File: config.mk
export PLATFORM = sky130hd
export DESIGN_NAME = axil_register_slice
export DESIGN_NICKNAME = d
export VERILOG_FILES = /design/src/rtl/axil_register_slice.sv
export SDC_FILE = /design/constraint.sdc
export NUM_CORES = 1
export LEC_CHECK = 0
export BUFFER_PORTS_ARGS = -buffer_cell sky130_fd_sc_hd__buf_2
export CAP_MARGIN = 20
export CORE_ASPECT_RATIO = 0.9
export CORE_MARGIN = 1.5
export CORE_UTILIZATION = 55
export CTS_CLUSTER_SIZE = 12
export DETAILED_ROUTE_END_ITERATION = 16
export PLACE_DENSITY = 0.81
export RECOVER_POWER = 50
export SETUP_SLACK_MARGIN = 0.1
export SYNTH_ARGS = -nofsm -noshare
export SYNTH_HDL_FRONTEND = slang
export SYNTH_HIERARCHICAL = 1
export SYNTH_SLANG_ARGS = --single-unit
export TNS_END_PERCENT = 50
File: constraint.sdc
create_clock -name aclk -period 2.4 [get_ports aclk]
set_input_delay 0.24 -clock aclk [delete_from_list [all_inputs] [get_ports aclk]]
set_output_delay 0.24 -clock aclk [all_outputs]
set_load 0.01 [all_outputs]
File: src/rtl/axil_register_slice.sv
// AXI-Lite register slice: each of the five channels is independently a bypass,
// a forward register, or a skid buffer with a registered upstream ready.

module axil_reg_slice_ch #(
  parameter int WIDTH = 8,
  parameter int MODE  = 2
) (
  input  logic             clk,
  input  logic             rst,
  input  logic [WIDTH-1:0] in_data,
  input  logic             in_valid,
  output logic             in_ready,
  output logic [WIDTH-1:0] out_data,
  output logic             out_valid,
  input  logic             out_ready
);
  if (MODE == 0) begin : g_bypass
    logic unused_clk_rst;
    assign unused_clk_rst = clk ^ rst;
    assign out_data  = in_data;
    assign out_valid = in_valid;
    assign in_ready  = out_ready;
  end else if (MODE == 1) begin : g_fwd
    logic             vld;
    logic [WIDTH-1:0] data;
    assign in_ready = !vld || out_ready;
    always_ff @(posedge clk or posedge rst) begin
      if (rst) begin
        vld  <= 1'b0;
        data <= '0;
      end else if (in_ready) begin
        vld  <= in_valid;
        data <= in_valid ? in_data : '0;
      end
    end
    assign out_valid = vld;
    assign out_data  = data;
  end else if (MODE == 2) begin : g_skid
    typedef enum logic [1:0] {EMPTY, ONE, TWO} state_t;
    state_t           state, state_nxt;
    logic             rdy;
    logic             accept, take;
    logic [WIDTH-1:0] out_reg, skid_reg, out_nxt, skid_nxt;

    assign accept = in_valid && rdy;
    assign take   = (state != EMPTY) && out_ready;

    always_comb begin
      state_nxt = state;
      out_nxt   = out_reg;
      skid_nxt  = skid_reg;
      case (state)
        EMPTY: if (accept) begin
          state_nxt = ONE;
          out_nxt   = in_data;
        end
        ONE: begin
          if (accept && !take) begin
            state_nxt = TWO;
            skid_nxt  = in_data;
          end else if (accept && take) begin
            out_nxt = in_data;
          end else if (take) begin
            state_nxt = EMPTY;
            out_nxt   = '0;
          end
        end
        TWO: if (take) begin
          state_nxt = ONE;
          out_nxt   = skid_reg;
          skid_nxt  = '0;
        end
        default: state_nxt = EMPTY;
      endcase
    end

    // Ready is a flop so no valid/ready pair has a combinational path.
    always_ff @(posedge clk or posedge rst) begin
      if (rst) begin
        state    <= EMPTY;
        rdy      <= 1'b0;
        out_reg  <= '0;
        skid_reg <= '0;
      end else begin
        state    <= state_nxt;
        rdy      <= (state_nxt != TWO);
        out_reg  <= out_nxt;
        skid_reg <= skid_nxt;
      end
    end

    assign in_ready  = rdy;
    assign out_valid = (state != EMPTY);
    assign out_data  = out_reg;
  end else begin : g_bad_mode
    $error("axil_reg_slice_ch: MODE must be 0, 1 or 2");
  end
endmodule

module axil_register_slice #(
  parameter int ADDR_WIDTH = 32,
  parameter int DATA_WIDTH = 32,
  parameter int STRB_WIDTH = DATA_WIDTH / 8,
  parameter int AW_MODE    = 2,
  parameter int W_MODE     = 2,
  parameter int B_MODE     = 1,
  parameter int AR_MODE    = 2,
  parameter int R_MODE     = 2
) (
  input  logic                  aclk,
  input  logic                  arst,
  input  logic [ADDR_WIDTH-1:0] s_axil_awaddr,
  input  logic [2:0]            s_axil_awprot,
  input  logic                  s_axil_awvalid,
  output logic                  s_axil_awready,
  input  logic [DATA_WIDTH-1:0] s_axil_wdata,
  input  logic [STRB_WIDTH-1:0] s_axil_wstrb,
  input  logic                  s_axil_wvalid,
  output logic                  s_axil_wready,
  output logic [1:0]            s_axil_bresp,
  output logic                  s_axil_bvalid,
  input  logic                  s_axil_bready,
  input  logic [ADDR_WIDTH-1:0] s_axil_araddr,
  input  logic [2:0]            s_axil_arprot,
  input  logic                  s_axil_arvalid,
  output logic                  s_axil_arready,
  output logic [DATA_WIDTH-1:0] s_axil_rdata,
  output logic [1:0]            s_axil_rresp,
  output logic                  s_axil_rvalid,
  input  logic                  s_axil_rready,
  output logic [ADDR_WIDTH-1:0] m_axil_awaddr,
  output logic [2:0]            m_axil_awprot,
  output logic                  m_axil_awvalid,
  input  logic                  m_axil_awready,
  output logic [DATA_WIDTH-1:0] m_axil_wdata,
  output logic [STRB_WIDTH-1:0] m_axil_wstrb,
  output logic                  m_axil_wvalid,
  input  logic                  m_axil_wready,
  input  logic [1:0]            m_axil_bresp,
  input  logic                  m_axil_bvalid,
  output logic                  m_axil_bready,
  output logic [ADDR_WIDTH-1:0] m_axil_araddr,
  output logic [2:0]            m_axil_arprot,
  output logic                  m_axil_arvalid,
  input  logic                  m_axil_arready,
  input  logic [DATA_WIDTH-1:0] m_axil_rdata,
  input  logic [1:0]            m_axil_rresp,
  input  logic                  m_axil_rvalid,
  output logic                  m_axil_rready
);
  if (!(DATA_WIDTH == 8 || DATA_WIDTH == 16 || DATA_WIDTH == 32 || DATA_WIDTH == 64)) begin : g_bad_dw
    $error("axil_register_slice: DATA_WIDTH must be 8, 16, 32 or 64");
  end
  if (AW_MODE < 0 || AW_MODE > 2 || W_MODE < 0 || W_MODE > 2 || B_MODE < 0 || B_MODE > 2 ||
      AR_MODE < 0 || AR_MODE > 2 || R_MODE < 0 || R_MODE > 2) begin : g_bad_mode
    $error("axil_register_slice: channel MODE must be 0, 1 or 2");
  end

  // B and R flow slave->master of the AXI link, so their "in" side is the m_ port.
  axil_reg_slice_ch #(.WIDTH(ADDR_WIDTH + 3), .MODE(AW_MODE)) u_aw (
    .clk(aclk), .rst(arst),
    .in_data({s_axil_awprot, s_axil_awaddr}), .in_valid(s_axil_awvalid), .in_ready(s_axil_awready),
    .out_data({m_axil_awprot, m_axil_awaddr}), .out_valid(m_axil_awvalid), .out_ready(m_axil_awready));

  axil_reg_slice_ch #(.WIDTH(DATA_WIDTH + STRB_WIDTH), .MODE(W_MODE)) u_w (
    .clk(aclk), .rst(arst),
    .in_data({s_axil_wstrb, s_axil_wdata}), .in_valid(s_axil_wvalid), .in_ready(s_axil_wready),
    .out_data({m_axil_wstrb, m_axil_wdata}), .out_valid(m_axil_wvalid), .out_ready(m_axil_wready));

  axil_reg_slice_ch #(.WIDTH(2), .MODE(B_MODE)) u_b (
    .clk(aclk), .rst(arst),
    .in_data(m_axil_bresp), .in_valid(m_axil_bvalid), .in_ready(m_axil_bready),
    .out_data(s_axil_bresp), .out_valid(s_axil_bvalid), .out_ready(s_axil_bready));

  axil_reg_slice_ch #(.WIDTH(ADDR_WIDTH + 3), .MODE(AR_MODE)) u_ar (
    .clk(aclk), .rst(arst),
    .in_data({s_axil_arprot, s_axil_araddr}), .in_valid(s_axil_arvalid), .in_ready(s_axil_arready),
    .out_data({m_axil_arprot, m_axil_araddr}), .out_valid(m_axil_arvalid), .out_ready(m_axil_arready));

  axil_reg_slice_ch #(.WIDTH(DATA_WIDTH + 2), .MODE(R_MODE)) u_r (
    .clk(aclk), .rst(arst),
    .in_data({m_axil_rresp, m_axil_rdata}), .in_valid(m_axil_rvalid), .in_ready(m_axil_rready),
    .out_data({s_axil_rresp, s_axil_rdata}), .out_valid(s_axil_rvalid), .out_ready(s_axil_rready));
endmodule

# Word-level counts from Yosys, hierarchy flattened

Cells that the tools add are included.

Input port bits: 154
Bits in registers: 295
Logic and storage cells: 153
RAM bits: 0
Bits in latches: 0
Memories kept: 0
Memory bits (read-only): 0
Output and inout bits: 152

Div/mod/pow operators: 0
Multiply operators: 0
Equality and inequality tests: 32
Shift operators: 0
Reductions and logical operators: 46
$lt $le $gt $ge: 0
Bitwise gates (word level): 0
$add $sub $neg: 0
Muxes and demuxes: 57

Operators with widths:

| cell                 | number |
|---|---|
| $mux W35             | 12 |
| $mux W36             | 6 |
| $pmux W35 S3         | 2 |
| $mux W34             | 6 |
| $pmux W35 S2         | 2 |
| $pmux W36 S3         | 1 |
| $pmux W34 S3         | 1 |
| $pmux W36 S2         | 1 |
| $pmux W34 S2         | 1 |
| $mux W2              | 21 |
| $ne A2 B1 Y1 const B | 12 |
| $pmux W2 S3          | 4 |
| $reduce_and A5 Y1    | 4 |
| $logic_and A1 B1 Y1  | 16 |
| $ne A2 B2 Y1 const B | 8 |
| $reduce_bool A2 Y1   | 8 |
| $ne A3 B1 Y1 const B | 4 |
| $reduce_and A3 Y1    | 4 |
| $reduce_bool A3 Y1   | 4 |
| $eq A2 B1 Y1 const B | 4 |
| $eq A2 B2 Y1 const B | 4 |
| $logic_not A2 Y1     | 4 |
| $logic_not A1 Y1     | 5 |
| $logic_or A1 B1 Y1   | 1 |

# Logic depth before layout (Yosys ltp)

Gate-level depths: netlist of run 1.

Depth in word-level cells: 7
Mapped depth: 9

# Hierarchy

The synthesis of run 1 kept the hierarchy.

By module, submodules not included:

| module                   | instances | cells an instance | area each (um^2) |
|---|---|---|---|
| axil_reg_slice_ch (u_w)  | 1         | 387               | 3559.7 |
| axil_reg_slice_ch (u_aw) | 1         | 379               | 3470.8 |
| axil_reg_slice_ch (u_ar) | 1         | 377               | 3464.6 |
| axil_reg_slice_ch (u_r)  | 1         | 368               | 3414.5 |
| axil_reg_slice_ch (u_b)  | 1         | 13                | 137.6 |

# Worst setup path before layout of run 1

Ideal clock, no wire load.

Kind: register -> register
Start point: register u_ar.g_skid.state[1]
End point: register u_ar.g_skid.out_reg[0], in the netlist u_ar/out_data[0]
Data arrival time: 1665 ps
Clock period less this slack: 1802 ps
Setup time: 137 ps
Setup slack: 598 ps
Buffers on the path: 2
Stages on the path, launching flop included: 8
Cells stage by stage: dfrtp_1 > inv_1 > ha_1 > and2_1 > clkbuf_1 > buf_2 > a221oi_1 > a21oi_1

Cells in the longest elaborated chain, start to end: 6
Elaborated cells on any way between the ends: 17

RTL lines:

| element                                                        | line   | text |
|---|---|---|
| start: declaration                                             | 40     | `state_t state, state_nxt;` |
| start signal: assignment                                       | 85     | `state <= state_nxt;` |
| $reduce_bool A2 Y1                                             | 46     | `assign take = (state != EMPTY) && out_ready;` |
| $logic_and A1 B1 Y1                                            | 46     |  |
| $logic_and A1 B1 Y1 / $logic_not A1 Y1 (equally long branches) | 61, 58 |  |
| $mux W35 / $logic_and A1 B1 Y1 (equally long branches)         | 61, 58 |  |
| $mux W35 / $ne A2 B2 Y1 (equally long branches)                | -      |  |
| $pmux W35 S3 / $reduce_and A5 Y1 (equally long branches)       | -      |  |
| end signal: assignment                                         | 87     | `out_reg <= out_nxt;` |
| end: declaration                                               | 43     | `logic [WIDTH-1:0] out_reg, skid_reg, out_nxt, skid_nxt;` |

Several ways; a longest one is shown, not always the timed one. The select of a mux whose other input is x is not followed.
A chain may end at the register's enable or synchronous reset.

# Final worst setup path of run 1

Start point: register u_aw.g_skid.state[0]
End point: register u_aw.g_skid.out_reg[10], in the netlist u_aw/out_data[10]

Cells in the longest elaborated chain, start to end: 6
Elaborated cells on any way between the ends: 17

RTL lines:

| element                                                        | line |
|---|---|
| start: declaration                                             | 40 |
| start signal: assignment                                       | 85 |
| $reduce_bool A2 Y1                                             | 46 |
| $logic_and A1 B1 Y1                                            | 46 |
| $logic_and A1 B1 Y1 / $logic_not A1 Y1 (equally long branches) | 61, 58 |
| $mux W35 / $logic_and A1 B1 Y1 (equally long branches)         | 61, 58 |
| $mux W35 / $ne A2 B2 Y1 (equally long branches)                | - |
| $pmux W35 S3 / $reduce_and A5 Y1 (equally long branches)       | - |
| end signal: assignment                                         | 87 |
| end: declaration                                               | 43 |

Several ways; a longest one is shown, not always the timed one. The select of a mux whose other input is x is not followed.

==> results of run 1 <==
## power by group through the flow
stage / combinational [mW] / sequential (mW) / clock [mW]
after global placement: 10.7 / 8.76 / 0
after floorplan: 7.26 / 9.20 / 0
after CTS: 11.4 / 8.80 / 4.82
after global routing: 13.0 / 9.15 / 5.01
final: 11.8 / 8.91 / 4.73
after detailed placement: 11.1 / 8.84 / 0
## kinds of logic (layout without fill, tap and decap cells)
kind of cell,after synthesis,after routing
multiplexers,4,4
AND/OR/NAND/NOR,625,627
adder cells (fa/ha/maj),16,16
buffers and inverters,138,573
AO/OA/AOI/OAI,446,446
flip-flops,295,295
other,0,2
## cell type report
cell class,instances,area (um2)
multi-input combinational,1093,6060
clock inverter,4,70.1
clock buffer,50,927
inverter,22,82.6
antenna,2,5.00
fill,1734,6780
tap,342,428
timing repair buffer,497,3380
sequential,295,7380
## how the worst max path moves through the flow
| stage | slack [ns] | start | endpoint | depth (start not counted) |
|---|---|---|---|---|
| floorplan | 0.25 | arst | u_w/g_skid.skid_reg[0] | 1 |
| global placement | 0.13 | u_w/g_skid.state[1] | u_w/out_data[28] | 6 |
| detailed placement | 0.05 | u_w/g_skid.state[1] | u_w/out_data[32] | 6 |
| CTS | 0.08 | u_w/g_skid.state[1] | u_w/out_data[33] | 6 |
| global route | 0.08 | u_ar/g_skid.state[1] | u_ar/g_skid.skid_reg[12] | 8 |
| finish | 0.23 | u_aw/g_skid.state[0] | u_aw/out_data[10] | 6 |
## layer usage
layer	vias to the layer above	wire [um]	share of wire [%]	track usage, %
met4	0	1860	4.6	15.0
met1	6383	16100	39	37.4
met5	-	0	0	0
met2	764	19500	48	49.0
met3	161	3330	8.2	5.48
li1	6133	-	-	-
## repair_timing
| action | CTS | global route |
|---|---|---|
| endpoints found under the setup margin | 36 | 90 |
| resized for setup | 0 | 8 |
| pin swaps | 1 | 4 |
| gates cloned | 1 | 2 |
| hold buffers | 146 | 0 |
| buffers inserted | 0 | 10 |
| endpoints found under the hold margin | 332 | 0 |
## critical path: stages, from the launching register on
cell,delay [ns]
dfrtp_1,0.40
inv_1,0.11
ha_1,0.27
and2_1,0.64
buf_4,0.30
a221oi_1,0.12
a21oi_1,0.23
## synth_stat cells
library cell / number
a21oi_1: 144
o211ai_1: 4
and2_4: 1
clkbuf_2: 5
nor2_4: 4
inv_1: 16
nand3b_1: 2
nand2b_1: 4
inv_2: 6
a221oi_1: 137
ha_1: 16
or3_1: 4
nor2_1: 148
nand2b_2: 1
a41oi_4: 1
dfrtp_1: 295
mux2i_2: 1
mux2i_4: 3
buf_6: 6
clkbuf_1: 37
a311oi_1: 4
a41oi_2: 3
buf_4: 8
nor2b_4: 1
nor4bb_1: 3
nand3_1: 12
o21ai_1: 73
o41ai_1: 4
a31oi_1: 3
nor4bb_2: 1
nand2_1: 289
o21ai_0: 73
buf_2: 60
nor2b_1: 140
nor3b_1: 4
and2_1: 7
and3_1: 4
==> out/qor.yml, run 1 <==
status:
  status: "complete, but fails checks"
  violations: "capacitance limit, slew limit"
detailed_routing:
  firstDrtPassIters: 6
  routed_wl_um: 40800
  ant_nets: 0
  vias: 13400
  wl_per_cell_um: 17.7
  drc: 0
  drt_iter0_drc: 1485
  via_per_inst: 5.83
power_and_ir_drop:
  clock_power_share_pct: 18.6
  seq_power_share_pct: 35.0
  power_density_nw_per_um2: 1390
  power.share.switching_pct: 42.3
  ir_drop_mv: 1.23
  p_leak_nw: 8.31
  total_power_mw: 25.4
  intPower_mw: 14.7
  pwr-share-comb_pct: 46.4
  p_sw_mw: 10.8
place:
  placed_cell_area_um2: 15900
  hpwl_um: 22500
  portBuffers: 305
  dp.cells: 2090
  gp_congestion: 0.842
  pre_cts_ws_ns: 0.0499
sta:
  whs_ns: 0.0491
  worst_slack_ns: 0.230
  rsz0062_at_grt: "yes"
  fin_crit_sh_pct: 90.4
  setup_tns_ns: 0
  finalHoldViolations: 0
  maxSlewViolCount: 146
  slew_headroom_pct: -8.31
  tightest_slew_ns: 1.62
  setup_viol: 0
  max_freq_mhz: 461
  period_needed_ns: 2.17
  clock_skew_ns: 0.00885
yosys:
  yosys.area.top_type: "dfrtp_1"
  yosysWarnings: 6
  synth_area_leaders: "dfrtp_1, a221oi_1, nand2_1"
  synthAdderAreaFrac_pct: 1.43
  ys_types: 37
  yosysTopAreaCellShare_pct: 52.6
  synth_simple_gate_area_share_pct: 20.4
  synth-seq-cells: 295
  synth_xor_area_share_pct: 0
  syn_inst: 1524
  synth_compound_area_share_pct: 20.3
  synth_top_family_by_area: "simple AND/OR/NAND/NOR gates"
  yosysSeqAreaShare_pct: 52.6
  avgSynthCellArea_um2: 9.22
  syn-num-nets: 1694
  netlist_area_um2: 14000
  muxShareOfSynthArea_pct: 0.579
global_route:
  grt_max_degree: 74
  grt_pass1_vias: 13100
  antenna_found_initial: 2
  track_usage_pct: 29.7
  grt_pass1_wl_um: 64400
  gr-total-overflow: 0
worst_hold_path:
  hold_depth: 3
  holdCritPathClass: "input pin to flop"
  hp-start: "m_axil_rdata[25]"
  min_to: "u_r/out_data[25]"
worst_setup_path:
  critPathRequiredTime_ns: 2.85
  rrSetupSlack_ns: 0.23
  ff2ff_path_depth: 6
  crit_path_end_kind: "flop"
  r2r-start: "u_aw/g_skid.state[0]"
  start_kind: "flop"
  r2r_end: "u_aw/out_data[10]"
  path_class: "flop to flop"
  cp_max_fo: 18
  cp_data_arrival_time_ns: 2.62
floorplanning:
  rows: 55
  initial_core_util_pct: 55.9
  dieHeight_um: 155
  fp.dieArea_um2: 26500
  die_w_um: 171
  ioPinCount: 306
  core_area_um2: 25100
layout:
  layout_common_cells: "dfrtp_1, nand2_1, buf_2"
  instances_no_fill: 2305
  fin_util_pct: 73.0
  layout.nets: 2110
  syn_to_final_growth_pct: 30.5
  drive_above_1_share_pct: 17.4
  final_common_cell: "dfrtp_1"
  fin_area_um2: 18300
clock_tree:
  htree_levels: 1
  clkTransAtPathRegs_ns: 0.06
  cts-root-buf: "clkbuf_16"
  clockBufferDepth: 3
  cts_tree: "yes"
  cts.sinks: 295
  clk_latency_ns: 0.55
  numCtsBuffers: 31
flow_run:
  cap_violations: 2
(Power assumes the default switching activity.)
==> inputs of run 2 (changes only) <==
==> constraint.sdc (replaced) <==
create_clock -name aclk -period 2.4 [get_ports aclk]
set_input_delay 0 -clock aclk [delete_from_list [all_inputs] [get_ports aclk]]
set_output_delay 0 -clock aclk [all_outputs]
set_load 0.01 [all_outputs]
==> out/qor.yml, run 2 (synthesized netlist as in run 1, its figures left out) <==
status:
  status: "complete, but fails checks"
  violations: "capacitance limit, slew limit"
worst_setup_path:
  crit_path_end_kind: "flop"
  critPathRequiredTime_ns: 2.81
  start_kind: "flop"
  cp_data_arrival_time_ns: 2.58
  cp_max_fo: 18
  path_class: "flop to flop"
sta:
  max_freq_mhz: 461
  period_needed_ns: 2.17
  fin_crit_sh_pct: 90.3
  setup_tns_ns: 0
  setup_viol: 0
  clock_skew_ns: 0.0120
  finalHoldViolations: 0
  worst_slack_ns: 0.232
  rsz0062_at_grt: "yes"
  tightest_slew_ns: 1.81
  slew_headroom_pct: -21.0
  maxSlewViolCount: 76
clock_tree:
  htree_levels: 2
  cts_tree: "yes"
  numCtsBuffers: 34
  cts_setup_buffers: 0
  cts-root-buf: "clkbuf_16"
  clockBufferDepth: 3
  clk_latency_ns: 0.50
  cts.sinks: 295
  clkTransAtPathRegs_ns: 0.06
floorplanning:
  die_w_um: 171
  fp.dieArea_um2: 26500
  core_area_um2: 25100
  dieHeight_um: 155
  rows: 55
  ioPinCount: 306
  initial_core_util_pct: 55.9
detailed_routing:
  wl_per_cell_um: 17.5
  ant_nets: 0
  vias: 13300
  via_per_inst: 5.76
  firstDrtPassIters: 5
  drc: 0
  drt_iter0_drc: 1307
  routed_wl_um: 40300
layout:
  final_common_cell: "dfrtp_1"
  fin_area_um2: 18400
  layout.nets: 2107
  drive_above_1_share_pct: 16.9
  fillers: 1696
  seqCellArea_um2: 7380
  layout_common_cells: "dfrtp_1, nand2_1, buf_2"
  syn_to_final_growth_pct: 31.3
  multi_input_area_um2: 6060
place:
  portBuffers: 305
  gp_congestion: 0.825
  hpwl_um: 22300
  pre_cts_ws_ns: 0.161
  placed_cell_area_um2: 15800
flow_run:
  cap_violations: 1
power_and_ir_drop:
  ir_drop_mv: 1.64
  p_leak_nw: 8.33
  power_density_nw_per_um2: 1400
global_route:
  grt_pass1_vias: 13100
  track_usage_pct: 29.9
  grt_max_degree: 76
  gr-total-overflow: 0
  grt_pass1_wl_um: 64300
  antenna_found_initial: 1
worst_hold_path:
  holdCritPathClass: "input pin to flop"
run 2: changes by cell type in the layout (fill, tap and decap cells not counted), moves of 5 or more:
cell           previous run  this run
buf_2                   230       217
clkbuf_16                32        37
buf_4                    27        19
dlygate4sd3_1           146       152
clkbuf_1                 89        96
run 2: worst max-delay path, stage by stage (launching register included):
cell and delay, ns:
dfrtp_1 0.43, inv_1 0.12, ha_1 0.32, nand3_1 0.29, nor2_4 0.54, a221oi_1 0.19, a21oi_1 0.19
run 2: power breakdown:
part	total [mW]	internal, mW	switching, mW
logic	11.5	4.23	7.28
clock network	5.41	3.38	2.03
registers	8.92	7.47	1.44
run 2: layer usage:
layer	vias to the layer above	track usage [%]	part of all wire (%)
met5	-	0	0
met4	0	13.6	3.7
met3	132	6.29	7.8
met2	659	50.4	49
met1	6352	36.8	40
li1	6130	-	-
run 2: area by class of cell:
cell class	count	share of cell area, %
Inverter	22	0.448
Multi-Input combinational cell	1093	32.9
Tap cell	342	2.32
Clock buffer	53	5.78
Clock inverter	8	0.638
Antenna cell	2	0.0271
Sequential cell	295	40.0
Timing Repair Buffer	491	17.9
run 2: through the flow:
stage                     hold slack (ns)  power (mW)  std cells  utilization, %
after floorplan                    -0.246        16.5       1524               -
after global placement            -0.0353        19.4       2089            63.0
after detailed placement          -0.0272        19.9       2089            63.0
after CTS                          0.0205        25.6       2302            73.8
after global routing               0.0550        27.6       2305            73.4
final                              0.0476        25.8       2306            73.4
run 2: path summary, 6_finish.rpt:
path | depth (start not counted) | endpoint | slack (ns) | start
max reg2reg | 6 | u_ar/out_data[11] | 0.23 | u_ar/g_skid.state[1]
min reg2reg | 2 | u_r/g_skid.skid_reg[23] | 0.48 | u_r/g_skid.skid_reg[23]
max | 6 | u_ar/out_data[11] | 0.23 | u_ar/g_skid.state[1]
min in group asynchronous | 3 | u_aw/out_data[0] | 0.44 | arst
min | 5 | u_ar/g_skid.state[0] | 0.05 | s_axil_arvalid
max in group asynchronous | 4 | u_w/g_skid.skid_reg[11] | 0.53 | arst
run 2: timing repair:
item	4_1_cts	5_1_grt
hold endpoints to repair	450	0
hold buffers	152	0
gates resized for setup	0	10
endpoints found under the setup margin	0	82
==> inputs of run 3 (changes only) <==
--- a/config.mk
+++ b/config.mk
@@ -5,6 +5,7 @@
 export SDC_FILE = /design/constraint.sdc
 export NUM_CORES = 1
 export LEC_CHECK = 0
+export ABC_AREA = 1
 export BUFFER_PORTS_ARGS = -buffer_cell sky130_fd_sc_hd__buf_2
 export CAP_MARGIN = 20
 export CORE_ASPECT_RATIO = 0.9
@@ -12,7 +13,7 @@
 export CORE_UTILIZATION = 55
 export CTS_CLUSTER_SIZE = 12
 export DETAILED_ROUTE_END_ITERATION = 16
-export PLACE_DENSITY = 0.81
+export PLACE_DENSITY = 0.8
 export RECOVER_POWER = 50
 export SETUP_SLACK_MARGIN = 0.1
 export SYNTH_ARGS = -nofsm -noshare
==> out/qor.yml, run 3 <==
status:
  status: "complete, but fails checks"
  violations: "capacitance limit, slew limit"
clock_tree:
  numCtsBuffers: 31
  clk_latency_ns: 0.55
  cts_tree: "yes"
  clkTransAtPathRegs_ns: 0.06
  cts-root-buf: "clkbuf_16"
  cts.sinks: 295
  clockBufferDepth: 3
  htree_levels: 1
  cts_setup_buffers: 0
floorplanning:
  ioPinCount: 306
  rows: 55
  dieHeight_um: 156
  initial_core_util_pct: 56.5
  core_area_um2: 25400
  die_w_um: 173
  fp.dieArea_um2: 27100
yosys:
  yosysTopAreaCellShare_pct: 51.4
  synth-edff-count: 0
  avgSynthCellArea_um2: 7.80
  yosysWarnings: 6
  synth.most_common_cell: "nand2_1"
  yosys.area.top_type: "dfrtp_1"
  async_reset_ff_share_pct: 100
  syn-num-nets: 2010
  ys_types: 25
  yosysSeqAreaShare_pct: 51.4
  ys.flop_type: "dfrtp_1"
  synth-seq-cells: 295
  netlist_area_um2: 14400
  synth_commonest_cells: "nand2_1, dfrtp_1, o21ai_2, buf_6, inv_1"
  synth_area_leaders: "dfrtp_1, nand2_1, o21ai_2"
  syn_inst: 1840
detailed_routing:
  vias: 13600
  routed_wl_um: 39500
  via_per_inst: 5.15
  drc: 0
  drt_iter0_drc: 1181
  ant_nets: 0
  wl_per_cell_um: 15.0
  firstDrtPassIters: 5
worst_setup_path:
  cp_common_cell: "nand2_1"
  r2r-start: "u_r/g_skid.state[0]"
  cpPeakStageDelay_ns: 0.49
  rrSetupSlack_ns: 0.27
  crit_slowest_cell: "clkinv_1"
  cp_max_fo: 21
  ff2ff_path_depth: 9
  start_kind: "flop"
  crit_path_end_kind: "flop"
  path_class: "flop to flop"
  timing.critical_path.cells: "inv_1, ha_1, nand2_1, clkinv_1, buf_4, nand2_1, nand2_1, nand2_1, nand2_1"
  r2r_end: "u_r/out_data[16]"
  cp_data_arrival_time_ns: 2.56
  critPathRequiredTime_ns: 2.83
sta:
  whs_ns: 0.265
  worst_slack_ns: 0.275
  period_needed_ns: 2.13
  tightest_slew_ns: 1.85
  finalHoldViolations: 0
  clock_skew_ns: 0.00829
  setup_viol: 0
  fin_crit_sh_pct: 88.6
  rsz0062_at_grt: "no"
  slew_headroom_pct: -23.2
  setup_tns_ns: 0
  maxSlewViolCount: 181
  max_freq_mhz: 470
worst_hold_path:
  hp-start: "s_axil_awaddr[11]"
  min_to: "u_aw/g_skid.skid_reg[11]"
  holdCritPathClass: "input pin to flop"
  hold_depth: 4
power_and_ir_drop:
  power_density_nw_per_um2: 1350
  seq_power_share_pct: 34.6
  intPower_mw: 13.5
  pwr-share-comb_pct: 47.3
  power.share.switching_pct: 45.1
  p_leak_nw: 10.2
  ir_drop_mv: 1.25
  total_power_mw: 24.6
  p_sw_mw: 11.1
  clock_power_share_pct: 18.1
global_route:
  antenna_found_initial: 4
  grt_pass1_vias: 13300
  gr-total-overflow: 0
  track_usage_pct: 28.9
  grt_pass1_wl_um: 64600
  grt_max_degree: 76
place:
  placed_cell_area_um2: 15900
  gp_congestion: 0.863
  pre_cts_ws_ns: 0.187
  hpwl_um: 22500
  dp.cells: 2425
  portBuffers: 305
layout:
  layout.nets: 2444
  instances_no_fill: 2637
  drive_above_1_share_pct: 18.0
  fillers: 1845
  fin_area_um2: 18300
  fin_util_pct: 71.9
  syn_to_final_growth_pct: 27.3
  multi_input_area_um2: 6090
  seqCellArea_um2: 7380
  final_common_cell: "nand2_1"
  layout_common_cells: "nand2_1, dfrtp_1, buf_2"
flow_run:
  cap_violations: 3
-- run 3: cell count changes after synthesis, moves of 42 or more --
cell | previous run | this run
o21ai_2 | 0 | 81
a21oi_1 | 144 | 8
nor2b_1 | 140 | 0
o21ai_0 | 73 | 31
nor2_1 | 148 | 11
nand2_1 | 289 | 1185
a221oi_1 | 137 | 0
-- run 3: worst max-delay path by stage --
stage          slack [ns]  cells after the start                       to           startpoint
6_report             0.27                      9         u_r/out_data[16]  u_r/g_skid.state[0]
5_1_grt              0.11                      9         u_r/out_data[16]  u_r/g_skid.state[0]
4_1_cts              0.15                      5  u_r/g_skid.skid_reg[10]  u_r/g_skid.state[0]
3_5_place_dp         0.19                      5  u_r/g_skid.skid_reg[10]  u_r/g_skid.state[0]
3_3_place_gp         0.36                      5  u_r/g_skid.skid_reg[33]  u_r/g_skid.state[0]
2_1_floorplan        0.49                      1   u_w/g_skid.skid_reg[0]                 arst
-- run 3: layer usage --
layer	global-route usage, %	wire [um]	share of wire (%)	vias up
li1	-	-	-	6496
met1	36.6	15900	40	6315
met2	49.4	19200	49	642
met3	5.25	2970	7.5	122
met4	11.6	1370	3.5	0
met5	0	0	0	-
-- run 3: what timing repair did --
action,4_1_cts,5_1_grt
hold buffers,158,0
setup endpoints to repair,0,33
gates resized for setup,0,1
hold endpoints to repair,544,0
-- run 3: logic make-up after synthesis --
family	synth area share (%)
AOI/OAI and AO/OA	7.61
buffers and inverters	6.11
adders and majority gates	1.39
and+or+nand+nor	33.5
DFF	51.4
-- run 3: final cells by class --
cell class | count | share of cell area (%)
tap | 342 | 2.34
timing repair buffer | 489 | 17.6
clock buffer | 44 | 4.90
inverter | 52 | 1.13
sequential | 295 | 40.4
multi-input combinational | 1405 | 33.4
clock inverter | 5 | 0.171
antenna | 5 | 0.0685
-- run 3: power by group through the flow --
stage,logic [mW],registers [mW],clock network [mW]
after floorplan,8.60,8.74,0
after global placement,10.9,8.42,0
after detailed placement,11.3,8.47,0
after CTS,11.6,8.44,4.54
after global routing,13.0,8.76,4.73
final,11.7,8.53,4.45
-- run 3: critical path: cells and delay by family, from the launching register on --
family        cells  cell delay [ns]
fa+ha+maj         1             0.31
buf+inv           3             0.96
flops             1             0.38
simple gates      5             0.36
